**src/rtl/ncc_pkg.sv**
```systemverilog
// Shared types for the NCC window path: log2 word layout, feeder FSM states
// and the lane extraction helper for packed pixel words.
package ncc_pkg;

  localparam int PIX_W      = 8;
  localparam int LOG_INT_W  = 5;
  localparam int LOG_FRAC_W = 27;
  localparam int LOG_W      = 1 + LOG_INT_W + LOG_FRAC_W;

  typedef struct packed {
    logic                  sign;
    logic [LOG_INT_W-1:0]  int_val;
    logic [LOG_FRAC_W-1:0] frac;
  } log_word_t;

  typedef enum logic [2:0] {
    IDLE,
    FETCH,
    EMIT,
    FLUSH,
    DONE
  } feeder_state_t;

  // Lane 0 sits in the most significant byte of the word.
  function automatic logic [PIX_W-1:0] lane_pix(input logic [31:0] word, input logic [1:0] lane);
    return word[PIX_W*(3-int'(lane)) +: PIX_W];
  endfunction

endpackage

```
**src/rtl/ncc_pix_log2_enc.sv**
```systemverilog
// Combinational log2 packer: leading-one position becomes the integer field,
// the bits below it are left-justified into the fraction.
module ncc_pix_log2_enc
  import ncc_pkg::*;
(
  input  logic             sign,
  input  logic [PIX_W-1:0] mag,
  output log_word_t        word
);

  localparam int LEAD_W = $clog2(PIX_W);

  logic [PIX_W-1:0]  mag_c;
  logic [LEAD_W-1:0] lead;

  always_comb begin
    mag_c = (mag == '0) ? PIX_W'(1) : mag;
    lead  = '0;
    for (int i = 0; i < PIX_W; i++) begin
      if (mag_c[i]) lead = LEAD_W'(i);
    end
    word.sign    = sign;
    word.int_val = LOG_INT_W'(lead);
    // The leading one itself is shifted out past the top of the fraction.
    word.frac    = LOG_FRAC_W'(mag_c) << (LOG_FRAC_W - int'(lead));
  end

endmodule

```
**src/rtl/ncc_window_feeder.sv**
```systemverilog
// Streams packed pixels into the PE chain as log2 words, one per cycle, then
// flushes the chain and pulses row_done. Optional mean subtraction: NCC_FEEDER_MEAN_SUB_EN.
module ncc_window_feeder
  import ncc_pkg::*;
#(
  parameter int WIN_WIDTH    = 640,
  parameter int DESC_DIM     = 16,
  parameter int PIX_PER_WORD = 4
) (
  input  logic             clk,
  input  logic             rst,
  input  logic             row_start,
  input  logic [31:0]      pix_word_in,
  input  logic             pix_valid,
`ifdef NCC_FEEDER_MEAN_SUB_EN
  input  logic [PIX_W-1:0] mean_in,
`endif
  output logic             pix_ready,
  output logic [LOG_W-1:0] window_out,
  output logic             load_win_reg,
  output logic             load_acc_sum_reg,
  output logic             row_done,
  output logic             busy
);

  localparam int WORDS  = WIN_WIDTH / PIX_PER_WORD;
  localparam int WCNT_W = (WORDS > 1) ? $clog2(WORDS) : 1;
  localparam int FCNT_W = (DESC_DIM > 2) ? $clog2(DESC_DIM - 1) : 1;

  if (WIN_WIDTH % PIX_PER_WORD != 0) begin : g_bad_width
    $error("WIN_WIDTH must be a multiple of PIX_PER_WORD");
  end
  if (PIX_PER_WORD != 4) begin : g_bad_ppw
    $error("PIX_PER_WORD is fixed at 4");
  end
  if (DESC_DIM < 2) begin : g_bad_dim
    $error("DESC_DIM must be at least 2");
  end

  feeder_state_t     state, state_nxt;
  logic [WCNT_W-1:0] word_cnt, word_cnt_nxt;
  logic [FCNT_W-1:0] flush_cnt, flush_nxt;
  logic [1:0]        lane, lane_nxt;
  logic [31:0]       word_reg, word_nxt;
  logic [LOG_W-1:0]  win_nxt;
  logic              load_nxt, done_nxt;
  logic              xfer, last_word;
  logic [PIX_W-1:0]  enc_pix, enc_mag;
  logic              enc_sign;
  log_word_t         enc_word;

  assign last_word = (word_cnt == WCNT_W'(WORDS - 1));
  assign pix_ready = !rst && ((state == FETCH) ||
                              (state == EMIT && lane == 2'd3 && !last_word));
  assign xfer      = pix_valid && pix_ready;
  assign busy      = (state != IDLE);
  assign load_acc_sum_reg = load_win_reg;

  // A freshly accepted word feeds its lane 0 straight into the encoder so the
  // first pixel appears the cycle after the handshake.
  assign enc_pix = xfer ? lane_pix(pix_word_in, 2'd0) : lane_pix(word_reg, 2'(lane + 2'd1));

`ifdef NCC_FEEDER_MEAN_SUB_EN
  logic [PIX_W-1:0] mean_reg, mean_nxt;
  logic [PIX_W:0]   diff;

  assign diff     = {1'b0, enc_pix} - {1'b0, mean_reg};
  assign enc_sign = diff[PIX_W];
  assign enc_mag  = diff[PIX_W] ? PIX_W'(-diff) : diff[PIX_W-1:0];
`else
  assign enc_sign = 1'b0;
  assign enc_mag  = enc_pix;
`endif

  ncc_pix_log2_enc u_enc (
    .sign (enc_sign),
    .mag  (enc_mag),
    .word (enc_word)
  );

  always_comb begin
    state_nxt    = state;
    word_cnt_nxt = word_cnt;
    flush_nxt    = flush_cnt;
    lane_nxt     = lane;
    word_nxt     = word_reg;
    win_nxt      = window_out;
    load_nxt     = 1'b0;
    done_nxt     = 1'b0;
`ifdef NCC_FEEDER_MEAN_SUB_EN
    mean_nxt     = mean_reg;
`endif
    case (state)
      IDLE: begin
        if (row_start) begin
          word_cnt_nxt = '0;
          state_nxt    = FETCH;
`ifdef NCC_FEEDER_MEAN_SUB_EN
          mean_nxt     = mean_in;
`endif
        end
      end
      FETCH: begin
        if (xfer) begin
          word_nxt  = pix_word_in;
          lane_nxt  = 2'd0;
          win_nxt   = enc_word;
          load_nxt  = 1'b1;
          state_nxt = EMIT;
        end
      end
      EMIT: begin
        if (lane != 2'd3) begin
          lane_nxt = 2'(lane + 2'd1);
          win_nxt  = enc_word;
          load_nxt = 1'b1;
        end else if (last_word) begin
          flush_nxt = '0;
          win_nxt   = '0;
          load_nxt  = 1'b1;
          state_nxt = FLUSH;
        end else begin
          word_cnt_nxt = word_cnt + 1'b1;
          if (xfer) begin
            word_nxt = pix_word_in;
            lane_nxt = 2'd0;
            win_nxt  = enc_word;
            load_nxt = 1'b1;
          end else begin
            state_nxt = FETCH;
          end
        end
      end
      FLUSH: begin
        if (flush_cnt == FCNT_W'(DESC_DIM - 2)) begin
          done_nxt  = 1'b1;
          state_nxt = DONE;
        end else begin
          flush_nxt = flush_cnt + 1'b1;
          load_nxt  = 1'b1;
        end
      end
      DONE:    state_nxt = IDLE;
      default: state_nxt = IDLE;
    endcase
  end

  always_ff @(posedge clk) begin
    if (rst) begin
      state        <= IDLE;
      word_cnt     <= '0;
      flush_cnt    <= '0;
      lane         <= '0;
      word_reg     <= '0;
      window_out   <= '0;
      load_win_reg <= 1'b0;
      row_done     <= 1'b0;
`ifdef NCC_FEEDER_MEAN_SUB_EN
      mean_reg     <= '0;
`endif
    end else begin
      state        <= state_nxt;
      word_cnt     <= word_cnt_nxt;
      flush_cnt    <= flush_nxt;
      lane         <= lane_nxt;
      word_reg     <= word_nxt;
      window_out   <= win_nxt;
      load_win_reg <= load_nxt;
      row_done     <= done_nxt;
`ifdef NCC_FEEDER_MEAN_SUB_EN
      mean_reg     <= mean_nxt;
`endif
    end
  end

endmodule

```
**config.mk**
```make
export PLATFORM = sky130hd
export DESIGN_NAME = ncc_window_feeder
export DESIGN_NICKNAME = d
export VERILOG_FILES = /design/src/rtl/ncc_pkg.sv /design/src/rtl/ncc_pix_log2_enc.sv /design/src/rtl/ncc_window_feeder.sv
export SDC_FILE = /design/constraint.sdc
export NUM_CORES = 1
export LEC_CHECK = 0
export ABC_AREA = 0
export ABC_CLOCK_PERIOD_IN_PS = 3000
export BUFFER_PORTS_ARGS = -buffer_cell sky130_fd_sc_hd__buf_2
export CAP_MARGIN = 20
export CORE_MARGIN = 2
export CORE_UTILIZATION = 35
export DETAILED_ROUTE_END_ITERATION = 8
export PLACE_DENSITY = 0.61
export SYNTH_ARGS = -nofsm -noshare
export SYNTH_HDL_FRONTEND = slang
export SYNTH_SLANG_ARGS = --single-unit
```
**constraint.sdc**
```tcl
create_clock -name clk -period 3 [get_ports clk]
set_input_delay 0.3 -clock clk [delete_from_list [all_inputs] [get_ports clk]]
set_output_delay 0.3 -clock clk [all_outputs]
set_load 0.005 [all_outputs]
```
## Word-level counts from Yosys, hierarchy flattened

Cells that the tools add are included.

| word-level totals | value |
|---|---|
| input bits | 36 |
| register bits after elaboration | 84 |
| output and inout port bits | 38 |

| operators by class | value |
|---|---|
| equality and inequality tests | 16 |
| muxes and demuxes | 42 |
| shifts and indexed selects | 2 |
| add/sub/neg operators | 5 |
| reduce and logical (&&, ||, !) cells | 19 |
| bitwise gates (word level) | 1 |

Operators with widths:

| cell | count |
|---|---|
| $mux 33 | 3 |
| $mux 32 | 3 |
| $pmux 33 s2 | 1 |
| $pmux 32 s2 | 1 |
| $mux 8 | 5 |
| $shiftx 32x6->8 | 1 |
| $shl 8x32->27 | 1 |
| $mux 3 | 10 |
| $ne 2x2->1 const B | 8 |
| $pmux 8 s2 | 1 |
| $mux 4 | 3 |
| $pmux 3 s4 | 1 |
| $mux 2 | 5 |
| $add 8x1->8 const B | 1 |
| $eq 8x8->1 const B | 1 |
| $logic_not 8->1 | 1 |
| $pmux 4 s2 | 1 |
| $reduce_and 4->1 | 2 |
| $eq 3x2->1 const B | 2 |
| $mux 1 | 6 |
| $reduce_bool 2->1 | 3 |
| $sub 5x3->6 const A | 1 |
| $reduce_and 5->1 | 1 |
| $add 4x1->4 const B | 1 |
| other kinds (18) | 22 |

## Depth between registers and ports, before layout

| depth | value |
|---|---|
| depth in word-level cells | 22 |
| mapped depth | 11 |
| depth with buffers taken out | 9 |

## Modules after synthesis

Synthesis repeated with hierarchy kept, for this count alone.

| second synthesis, totals | value |
|---|---|
| cells, all modules | 476 |
| area total of the unflattened synthesis | 4672.0 um^2 |

Modules (own cells, without submodules):

| module | sequential area each (um^2) | times used | cells each | area each (um^2) |
|---|---|---|---|---|
| ncc_window_feeder | 1681.6 | 1 | 402 | 4151.5 |
| ncc_pix_log2_enc | 0.0 | 1 | 74 | 520.5 |

## Worst setup path after synthesis

No wires, ideal clock.

| timing path | value |
|---|---|
| kind | reg-to-reg |
| from | reg lane[0] |
| to | reg window_out[22] |
| arrival time | 2570 ps |
| period minus slack after synthesis | 2627 ps |
| path slack | 373 ps |
| stages on the path, launching flop included | 12 |
| cells stage by stage | dfxtp_1 ha_1 clkbuf_1 nand4bb_1 o21ba_2 o21a_1 buf_6 mux2_4 or3_4 mux2_4 nor3_1 a21o_1 |

| between the ends | value |
|---|---|
| cells in the longest elaborated chain, start to end | 22 |
| elaborated cells between the ends (all ways) | 26 |
| those cells by class | add/sub (3); eq/ne (2); shift (2); mux (13); reduce/logical (6) |

RTL lines:

| element | line | source |
|---|---|---|
| start: declaration | ncc_window_feeder.sv:43 | `logic [1:0] lane, lane_nxt;` |
| start signal: assignment | ncc_window_feeder.sv:165 | `lane <= lane_nxt;` |
| parallel branches: the longest is 21 deep, another holds $sub 2x2->3 | - |  |
| $pmux 33 s2 (*) | ncc_window_feeder.sv:93 | `case (state)` |
| end signal: assignment | ncc_window_feeder.sv:167 | `window_out <= win_nxt;` |
| end: declaration | ncc_window_feeder.sv:19 | `output logic [LOG_W-1:0] window_out,` |

Every way passes the cells marked *.
A chain may end at the register's enable or synchronous reset.

## Worst setup path in the final report

| timing path | value |
|---|---|
| from | reg lane[0] |
| to | reg window_out[21] |

The elaborated chain is that of the path after synthesis.

==> metrics.txt <==
die area 11900 um2; post-layout util between 40% and 50%; Top FF cell, synth dfxtp_1; WS Path Type flop to flop; Simple-Gate Fraction of Synth Area 23.6%; Max VDD drop ~250 uV; post-synthesis register bit count 84; Post-Syn Nets approximately 500; number of global-route vias before repair about 3200; Final Setup Violations 0; max incr delay on CP 0.57 ns; TritonCTS clock tree built; Final Critical Period around 2.8 ns; reg2reg path depth 9; Max H-tree Level 3; post-CTS setup buffer count 0; Routed met1 length 4.62 mm; final hold viol count 0; largest cells by area after synthesis dfxtp_1, nand2_1, a21oi_1, mux4_2, and3_1; Final TNS setup 0 ns; WHS Path Cells 3; Crit Path Max Fanout 10; post-route clock period utilization 92.3%; area leader, netlist dfxtp_1; Vias 3371; Die Wd 109 um; Detailed Route WL 9.48 mm; Root Driver clkbuf_8; Largest register FFs 33; Rel. slew slack 55.4%; Synth Area in XOR/XNOR 1.14%; largest net degree at the start of global routing 56; dpl hpwl 6.99 mm; pwr/cell area 478 nW/um2; drt drc 0; GRT Residual Overflow 0; Initial Utilization between 30 and 40%; Worst Hold Class input pin to flop; met3 wire length 474 um; share of layout cells above drive strength 1 24.2%; Site Rows 38; status finished, final reports clean; Leak 1.92 nW; Worst Path Required 3.29 ns; Final Max Slew Viols 0; gp weighted congestion roughly 0.87; RSZ-0062 raised after global routing no; final net count ~560; synthesized instance count 451; post-synthesis instance area 3850 um2; DR WL/cell about 14 um; Pre-Repair DR Iteration Count 4; Synth Area in Compound Gates about 17%; cells along the critical path buf_4 > mux4_2 > nand2b_1 > a221oi_2 > nor3_1 > nor2_2 > mux2_2 > o31a_1 > nor3_1; crit-path most repeated cell nor3_1; Clk Latency, worst-skew pair 0.36 ns; uppermost routed layer met4; post-synthesis mux area share 8.29%; first-pass GRT wire length 15.4 mm; maximum clock rate 361 MHz; met2 WL 4.20 mm; commonest cells in the netlist dfxtp_1, nand2_1, a21oi_1; Clk pin slew, worst setup/hold paths 0.09 ns; Die Ht 109 um; vias per cell 5.05; synth warn 0; Antenna Diode Count 0; EDFF count, synth 0; hold slack final approximately 0.17 ns; adder-cell share of the synthesized area 1.30%; Avg Cell Area, Syn 8.53 um2; total of max-cap violations 0; slowest cell on the critical path mux4_2; CTS buffer count 9; TritonCTS Sinks 84; Crit path depth 9; main combinational cell family by area after synthesis simple AND/OR/NAND/NOR gates; CP Data Arrival Time 3.06 ns; Top Ports 74; Yosys cell types 56; Crit path max-delay family multiplexers; sequential area share after synthesis 43.7%; Final ANT Viol Nets 0; Iter 0 DRT Violations 189; Crit path buffers/inverters 1; actual slew at the worst max-slew pin 0.662 ns; Synth top area share 43.7%; CTS Buffer Depth 2; core area approximately 11000 um2; Synth async-reset ratio 0%; Worst Skew around 0.011 ns; Worst Setup Start Kind flop; initial antenna violation count 0; CP Capture Type flop; Layout area overhead 19.1%; port buffer count 73; Total GRT Usage 16.6%
## metrics by stage
stage | setup slack (ns) | total power, mW | cells | instance area (um2)
4_1_cts | 0.0879 | 2.22 | 668 | 4580
6_report | 0.230 | 2.19 | 668 | 4580
2_1_floorplan | 0.373 | 1.30 | 451 | 3850
5_1_grt | 0.00828 | 2.29 | 668 | 4580
3_3_place_gp | 0.169 | 1.38 | 652 | 4370
3_5_place_dp | 0.101 | 1.38 | 652 | 4370
## final cells by class
class	instances	area [um2]
clock buffer	10	138
clock inverter	6	72.6
fill	1097	6210
sequential	84	1680
multi-input combinational	331	2000
timing repair buffer	89	485
tap	140	175
inverter	8	30.0
## path summary, 6_finish.rpt
| kind | start | to | slack [ns] |
|---|---|---|---|
| worst max-delay path | lane[0]$_SDFFE_PP0P_ | window_out[21]$_SDFFE_PP0P_ | 0.23 |
| worst min-delay path | pix_word_in[17] | word_reg[17]$_SDFFE_PP0P_ | 0.17 |
| worst max register to register | lane[0]$_SDFFE_PP0P_ | window_out[21]$_SDFFE_PP0P_ | 0.23 |
| worst min register to register | word_reg[16]$_SDFFE_PP0P_ | word_reg[16]$_SDFFE_PP0P_ | 0.46 |
## placed cells by master, fill, tap and decap left out, types with 2 or more instances in the layout
master / instances
o21ai_0: 18
a2111oi_0: 2
ha_1: 3
a22o_1: 2
a31oi_1: 6
nand4_1: 4
a21oi_1: 52
nor2_2: 2
clkbuf_8: 10
nor3_1: 12
xor2_1: 4
o31ai_1: 3
mux2i_1: 6
mux2_4: 2
or3_1: 2
a211oi_1: 6
o21a_1: 3
nor2b_1: 5
buf_2: 73
nand2b_1: 3
nor2_1: 35
and3_1: 26
a2bb2oi_1: 3
a21boi_0: 2
nor3b_1: 3
clkinv_4: 3
nand3_1: 6
buf_4: 16
nand2_1: 84
dfxtp_1: 84
mux2_2: 2
nand3b_1: 3
mux4_2: 8
or2_2: 2
inv_1: 8
o211ai_1: 2
## tightest hold or removal path, stage by stage
cell and delay (ns):
buf_2 0.09, nand2_1 0.04, a21oi_1 0.05
## cell families (layout without fill, tap and decap cells)
| kind of cell | Yosys count | after routing |
|---|---|---|
| flip-flops | 84 | 84 |
| XOR/XNOR | 5 | 5 |
| AND/OR/NAND/NOR | 193 | 193 |
| buffers and inverters | 36 | 113 |
| adder cells (fa/ha/maj) | 4 | 4 |
| AO/OA/AOI/OAI | 110 | 110 |
| multiplexers | 19 | 19 |
## routing by layer
layer	vias to the layer above	track usage (%)
met5	-	0
li1	1736	-
met4	0	6.96
met2	86	26.3
met3	15	4.12
met1	1534	21.7
## repair_timing
action	4_1_cts	5_1_grt
gates resized for setup	0	2
setup endpoints to repair	0	3
hold endpoints to repair	0	0
hold buffers	0	0
## power by group
group / total [mW] / internal [mW] / switching [mW]
combinational: 0.214 / 0.0909 / 0.123
clock: 0.837 / 0.414 / 0.423
sequential: 1.14 / 1.13 / 0.0112
No activity file was read; power rests on OpenSTA's default activity.
